`config.mk`:
```
export PLATFORM = sky130hd
export DESIGN_NAME = sr_latch_driver_flat
export DESIGN_NICKNAME = d
export VERILOG_FILES = /design/src/rtl/sr_latch_driver_if.sv /design/src/rtl/sr_latch_driver.sv /design/src/flat_wrapper.sv
export SDC_FILE = /design/constraint.sdc
export NUM_CORES = 1
export LEC_CHECK = 0
export ABC_AREA = 0
export BUFFER_PORTS_ARGS = -buffer_cell sky130_fd_sc_hd__buf_2
export CAP_MARGIN = 10
export CORE_MARGIN = 1.5
export CORE_UTILIZATION = 53
export CTS_BUF_LIST = sky130_fd_sc_hd__clkbuf_2
export CTS_CLUSTER_DIAMETER = 60
export DETAILED_ROUTE_END_ITERATION = 7
export PLACE_DENSITY = 0.76
export SETUP_SLACK_MARGIN = 0.4
export SYNTH_ARGS = -nofsm -noshare
export SYNTH_HDL_FRONTEND = slang
export SYNTH_SLANG_ARGS = --single-unit
```
`constraint.sdc`:
```
create_clock -name clk -period 4.49 [get_ports clk]
set_input_delay 0.2245 -clock clk [delete_from_list [all_inputs] [get_ports clk]]
set_output_delay 0.2245 -clock clk [all_outputs]
set_load 0.1 [all_outputs]
```
`src/rtl/sr_latch_driver_if.sv`:
```
// Bundle between the write controller and a NAND SR latch.
//   req, d   : write request and data from clocked control logic
//   q, qb    : latch outputs, asynchronous to the controller clock
//   s_n, r_n : active-low latch set/reset drives
//   busy     : write in progress
//   done     : one-cycle completion strobe
//   err      : last write failed verification (valid with done)
//   val      : synchronized latch value
// The slave modport is the controller view; master is the requester/latch side.
interface sr_latch_driver_if;
  logic req;
  logic d;
  logic q;
  logic qb;
  logic s_n;
  logic r_n;
  logic busy;
  logic done;
  logic err;
  logic val;

  modport master (
    output req, d, q, qb,
    input  s_n, r_n, busy, done, err, val
  );

  modport slave (
    input  req, d, q, qb,
    output s_n, r_n, busy, done, err, val
  );
endinterface

```
`src/rtl/sr_latch_driver.sv`:
```
// Clocked controller for a gate-level NAND SR latch. Each accepted write
// request becomes a bounded active-low pulse on exactly one latch input,
// followed by a settle window and a synchronized readback of q/qb. A failed
// readback is retried up to MAX_RETRY times before reporting err with done.
//
// Ports:
//   clk    : single clock, rising edge
//   rst_n  : asynchronous active-low reset
//   io_bus : sr_latch_driver_if.slave (req/d/q/qb in, s_n/r_n/busy/done/err/val out)
//
// Parameters:
//   PULSE_CYCLES  : cycles the selected latch input is held low (>= 1)
//   SETTLE_CYCLES : cycles both inputs are high before readback (>= 2)
//   MAX_RETRY     : extra attempts after a failed readback
module sr_latch_driver #(
  parameter int unsigned PULSE_CYCLES  = 2,
  parameter int unsigned SETTLE_CYCLES = 3,
  parameter int unsigned MAX_RETRY     = 2
) (
  input logic              clk,
  input logic              rst_n,
  sr_latch_driver_if.slave io_bus
);

  localparam int unsigned CntMax = (PULSE_CYCLES > SETTLE_CYCLES) ? PULSE_CYCLES : SETTLE_CYCLES;
  localparam int unsigned CntW   = (CntMax > 0) ? $clog2(CntMax + 1) : 1;
  localparam int unsigned RetryW = (MAX_RETRY > 0) ? $clog2(MAX_RETRY + 1) : 1;

  localparam logic [CntW-1:0]   PulseLoad  = CntW'(PULSE_CYCLES - 1);
  localparam logic [CntW-1:0]   SettleLoad = CntW'(SETTLE_CYCLES - 1);
  localparam logic [RetryW-1:0] RetryMax   = RetryW'(MAX_RETRY);

  localparam logic [1:0] StIdle   = 2'd0;
  localparam logic [1:0] StPulse  = 2'd1;
  localparam logic [1:0] StSettle = 2'd2;
  localparam logic [1:0] StCheck  = 2'd3;

  logic [1:0]        r_state;
  logic [CntW-1:0]   r_cnt;
  logic [RetryW-1:0] r_retry;
  logic              r_target;
  logic              r_s_n;
  logic              r_r_n;
  logic              r_done;
  logic              r_err;
  logic              r_q_meta;
  logic              r_q_sync;
  logic              r_qb_meta;
  logic              r_qb_sync;

  logic [1:0]        w_state_next;
  logic [CntW-1:0]   w_cnt_next;
  logic [RetryW-1:0] w_retry_next;
  logic              w_target_next;
  logic              w_s_n_next;
  logic              w_r_n_next;
  logic              w_done_next;
  logic              w_err_next;
  logic              w_pass;

  // Two-flop synchronizers for the asynchronous latch outputs.
  always_ff @(posedge clk or negedge rst_n) begin
    if (!rst_n) begin
      r_q_meta  <= 1'b0;
      r_q_sync  <= 1'b0;
      r_qb_meta <= 1'b0;
      r_qb_sync <= 1'b0;
    end else begin
      r_q_meta  <= io_bus.q;
      r_q_sync  <= r_q_meta;
      r_qb_meta <= io_bus.qb;
      r_qb_sync <= r_qb_meta;
    end
  end

  // Equal q/qb (invalid latch state) fails; an X operand makes the compare
  // unknown, which the CHECK branch below treats as a fail.
  assign w_pass = (r_q_sync == r_target) && (r_qb_sync == ~r_target);

  always_comb begin
    w_state_next  = r_state;
    w_cnt_next    = r_cnt;
    w_retry_next  = r_retry;
    w_target_next = r_target;
    w_err_next    = r_err;
    w_done_next   = 1'b0;

    case (r_state)
      StIdle: begin
        if (io_bus.req) begin
          w_target_next = io_bus.d;
          w_err_next    = 1'b0;
          w_retry_next  = '0;
          w_cnt_next    = PulseLoad;
          w_state_next  = StPulse;
        end
      end
      StPulse: begin
        if (r_cnt == '0) begin
          w_cnt_next   = SettleLoad;
          w_state_next = StSettle;
        end else begin
          w_cnt_next = r_cnt - CntW'(1);
        end
      end
      StSettle: begin
        if (r_cnt == '0) begin
          w_state_next = StCheck;
        end else begin
          w_cnt_next = r_cnt - CntW'(1);
        end
      end
      StCheck: begin
        if (w_pass) begin
          w_done_next  = 1'b1;
          w_state_next = StIdle;
        end else if (r_retry == RetryMax) begin
          w_done_next  = 1'b1;
          w_err_next   = 1'b1;
          w_state_next = StIdle;
        end else begin
          w_retry_next = r_retry + RetryW'(1);
          w_cnt_next   = PulseLoad;
          w_state_next = StPulse;
        end
      end
      default: begin
        w_state_next = StIdle;
      end
    endcase

    // Drives are decoded from the next state so the registered pulse starts
    // on the accepting edge. A single target bit selects the input, so both
    // can never be low together.
    w_s_n_next = ~((w_state_next == StPulse) && w_target_next);
    w_r_n_next = ~((w_state_next == StPulse) && ~w_target_next);
  end

  always_ff @(posedge clk or negedge rst_n) begin
    if (!rst_n) begin
      r_state  <= StIdle;
      r_cnt    <= '0;
      r_retry  <= '0;
      r_target <= 1'b0;
      r_s_n    <= 1'b1;
      r_r_n    <= 1'b1;
      r_done   <= 1'b0;
      r_err    <= 1'b0;
    end else begin
      r_state  <= w_state_next;
      r_cnt    <= w_cnt_next;
      r_retry  <= w_retry_next;
      r_target <= w_target_next;
      r_s_n    <= w_s_n_next;
      r_r_n    <= w_r_n_next;
      r_done   <= w_done_next;
      r_err    <= w_err_next;
    end
  end

  assign io_bus.s_n  = r_s_n;
  assign io_bus.r_n  = r_r_n;
  assign io_bus.busy = (r_state != StIdle);
  assign io_bus.done = r_done;
  assign io_bus.err  = r_err;
  assign io_bus.val  = r_q_sync;

endmodule
```
`src/flat_wrapper.sv`:
```
// flat-port wrapper written by rule: the top's interface ports become plain ports
module sr_latch_driver_flat 
#(
  parameter int unsigned PULSE_CYCLES  = 2,
  parameter int unsigned SETTLE_CYCLES = 3,
  parameter int unsigned MAX_RETRY     = 2
)
  (clk, rst_n, io_bus_req, io_bus_d, io_bus_q, io_bus_qb, io_bus_s_n, io_bus_r_n, io_bus_busy, io_bus_done, io_bus_err, io_bus_val);
  sr_latch_driver_if io_bus_i ();
  input logic clk;
  input logic rst_n;
  input wire logic [$bits(io_bus_i.req)-1:0] io_bus_req;
  input wire logic [$bits(io_bus_i.d)-1:0] io_bus_d;
  input wire logic [$bits(io_bus_i.q)-1:0] io_bus_q;
  input wire logic [$bits(io_bus_i.qb)-1:0] io_bus_qb;
  output wire logic [$bits(io_bus_i.s_n)-1:0] io_bus_s_n;
  output wire logic [$bits(io_bus_i.r_n)-1:0] io_bus_r_n;
  output wire logic [$bits(io_bus_i.busy)-1:0] io_bus_busy;
  output wire logic [$bits(io_bus_i.done)-1:0] io_bus_done;
  output wire logic [$bits(io_bus_i.err)-1:0] io_bus_err;
  output wire logic [$bits(io_bus_i.val)-1:0] io_bus_val;
  assign io_bus_i.req = io_bus_req;
  assign io_bus_i.d = io_bus_d;
  assign io_bus_i.q = io_bus_q;
  assign io_bus_i.qb = io_bus_qb;
  assign io_bus_s_n = io_bus_i.s_n;
  assign io_bus_r_n = io_bus_i.r_n;
  assign io_bus_busy = io_bus_i.busy;
  assign io_bus_done = io_bus_i.done;
  assign io_bus_err = io_bus_i.err;
  assign io_bus_val = io_bus_i.val;
  sr_latch_driver #(.PULSE_CYCLES(PULSE_CYCLES), .SETTLE_CYCLES(SETTLE_CYCLES), .MAX_RETRY(MAX_RETRY)) u_core (.clk(clk), .rst_n(rst_n), .io_bus(io_bus_i));
endmodule
```
==> results.yml <==
run_status:
  outcome: "completed"
drt:
  ant_nets: 0
  vias: 513
  drt_first_pass_iters: 4
  drt_wl_total_um: 1210
  drc_errors: 0
  wl_per_cell_um: 12.6
  vias_per_cell: 5.34
  drtIter0Drc: 8
power_and_ir_drop:
  power_frac_clock: 0.103
  switching_share: 0.494
  p_int_mw: 0.301
  comb_power_share: 0.559
  leakage_nw: 0.413
  peakVddDrop_mv: 0.518
  power_density_nw_per_um2: 711
  p_seq_frac: 0.338
  switching_power_mw: 0.294
finish:
  multi_input_area_um2: 324
  drive_gt1_frac: 0.259
  syn_to_final_growth_pct: 14.2
  final_nets: 95
  seqCellArea_um2: 378
  fill_cells: 109
  num_antenna_cells: 0
  final_cell_count_no_fill: 96
cts:
  cts_root_buf: "clkbuf_2"
  cts_htree_levels: 1
  numCtsBuffers: 3
  clk_path_buf_depth: 2
  clock-sinks: 15
  cts_tree: "built"
  postCtsSetupRepairBufs: 0
  path_clk_slew_ps: 140
  clk_latency_ps: 290
global_routing:
  grt_pass1_wl_um: 1890
  grt_max_degree: 16
  grt_antenna_before_repair: 0
  grt_overflow: 0
  grt_pass1_vias: 457
  grt_use_total: 0.186
yosys:
  synth_edf_count: 0
  synth_top_area_cell: "dfrtp_1"
  synth_most_common_cell: "dfrtp_1"
  syn-mean-instance-area_um2: 11.3
  yosys_warnings: 0
  yosysUniqueCellTypes: 27
  ys_seq_area_frac: 0.516
  synthArstFlopShare: 1.00
  ys.flop_type: "dfrtp_1"
  ys_seq_elements: 15
  synthCells: 65
  yosysTopAreaCellShare: 0.444
  syn_area_um2: 732
  yosys-top-cells-area: "dfrtp_1 (44%), ha_1 (12%), dfstp_2 (7.2%), o21ai_0 (4.1%), inv_1 (4.1%)"
  synth_common_cells: "dfrtp_1 (13), inv_1 (8), ha_1 (7)"
  syn_nets: 78
worst_hold_path:
  min_path_type: "input port to flip-flop"
  min-delay-start: "io_bus_q"
  hold_end: "u_core.r_q_meta"
  whs_path_depth: 1
sta:
  setup_tns_ps: 0
  fin_crit_sh: 0.412
  hold_viol: 0
  clock.fmax_mhz: 540
  skew_ps: 13.4
  setup_viol_count_final: 0
  maxSlewHeadroom: 0.564
  period_needed_ps: 1850
  final_max_slew_viol_count: 0
  tightest_slew_ps: 646
  rsz0062_at_grt: "false"
critical_path:
  cp-start-kind: "flip-flop"
  crit_family: "buffers and inverters"
  reg2reg_from: "u_core.r_state[0]"
  r2r_cells: 4
  cpPeakStageDelay_ps: 440
  cp_slowest_cell: "buf_2"
  crit_chain: "inv_1 -> ha_1 -> inv_1 -> buf_2"
  critPathBufInv: 3
  crit_path_end_kind: "output port"
  critPathRequiredTime_ps: 4270
  rrSetupSlack_ps: 2860
  rr_endpoint: "u_core.io_bus.s_n"
  crit_type: "flip-flop to output port"
  crit_top_cell: "inv_1"
  crit_arrival_ps: 1630
  cp_max_fo: 6
die:
  core_um2: 1300
  die_area_um2: 1610
  fp.dieW_um: 40.2
  die_h_um: 40.2
  initial_core_util: 0.563
  rows: 13
  pin_count: 12
placement:
  gp_congestion: 0.806
  dp.cells: 91
  post-dp-hpwl_um: 918
  portBuffers: 11
flow_run:
  maxCapViolations: 0
[kinds of logic (layout without fill, tap and decap cells)]
| logic type | count (synthesis) | in the layout | synth area share |
|---|---|---|---|
| buffers and inverters | 8 | 24 | 0.0410 |
| muxes | 3 | 3 | 0.0427 |
| and+or+nand+nor | 17 | 17 | 0.142 |
| DFF | 15 | 15 | 0.516 |
| adders and majority gates | 7 | 7 | 0.120 |
| AOI/OAI and AO/OA | 15 | 15 | 0.138 |
[per-layer routing]
metal	vias up	global-route usage	routed length, um
met5	-	0	0
met4	0	0.0776	10
li1	262	-	-
met3	2	0.0500	74
met2	13	0.298	543
met1	236	0.233	577
[sequential cells by signal, indices dropped and copies added (netlist names)]
register            count
u_core.r_target         1
u_core.r_cnt            2
u_core.r_state          2
u_core.io_bus.done      1
u_core.r_qb_meta        1
u_core.io_bus.s_n       1
u_core.io_bus.r_n       1
u_core.r_retry          2
u_core.io_bus.val       1
u_core.r_q_meta         1
u_core.r_qb_sync        1
u_core.io_bus.err       1
[repair_timing]
action / in CTS / in global routing
endpoints found under the hold margin: 13 / 0
hold buffers: 1 / 0
gates resized for setup: 0 / 0
[power by group through the flow]
| stage | logic, mW | clock network [mW] | registers (mW) |
|---|---|---|---|
| finish | 0.332 | 0.0614 | 0.201 |
| CTS | 0.333 | 0.0644 | 0.200 |
| global placement | 0.328 | 0 | 0.202 |
| detailed placement | 0.331 | 0 | 0.203 |
| floorplan | 0.211 | 0 | 0.265 |
| global route | 0.367 | 0.0712 | 0.206 |
[worst max-delay path by stage]
| stage | slack (ps) | depth (start not counted) | startpoint | to |
|---|---|---|---|---|
| 6_report | 2640 | 4 | u_core.r_state[0] | io_bus_busy |
| 4_1_cts | 2630 | 4 | u_core.r_state[0] | io_bus_busy |
| 3_3_place_gp | 2900 | 5 | u_core.r_retry[0] | u_core.io_bus.r_n |
| 5_1_grt | 2530 | 4 | u_core.r_state[0] | io_bus_busy |
| 2_1_floorplan | 2480 | 4 | u_core.io_bus.val | u_core.io_bus.s_n |
| 3_5_place_dp | 2870 | 4 | u_core.r_state[0] | u_core.io_bus.s_n |
[cell type report]
type / count / share of cell area
tap: 15 / 0.0225
clock buffer: 3 / 0.0180
multi-input combinational: 42 / 0.388
sequential: 15 / 0.452
inverter: 8 / 0.0359
timing repair buffer: 12 / 0.0778
clock inverter: 1 / 0.00599
[per-stage QoR]
stage | instance area (um2) | power, mW | worst slack, ps | hold slack [ps] | util
after global routing | 836 | 0.644 | 2530 | 3.22 | 0.642
after CTS | 836 | 0.598 | 2630 | 16.1 | 0.642
final | 836 | 0.594 | 2640 | 26.3 | 0.642
after detailed placement | 806 | 0.534 | 2870 | 144 | 0.619
after floorplan | 732 | 0.476 | 2480 | -71.1 | -
after global placement | 806 | 0.529 | 2900 | 140 | 0.619
[cell usage in the layout (no fill, tap or decap), types with 2 or more instances in the layout]
| cell type | netlist | layout |
|---|---|---|
| dfrtp_1 | 13 | 13 |
| buf_2 | 0 | 11 |
| inv_1 | 8 | 8 |
| ha_1 | 7 | 7 |
| o21ai_0 | 6 | 6 |
| nand2_1 | 4 | 4 |
| nor2_1 | 3 | 3 |
| clkbuf_2 | 0 | 3 |
| nand2b_1 | 2 | 2 |
| mux2i_1 | 2 | 2 |
| dfstp_2 | 2 | 2 |
No activity file was read; power rests on OpenSTA's default activity.
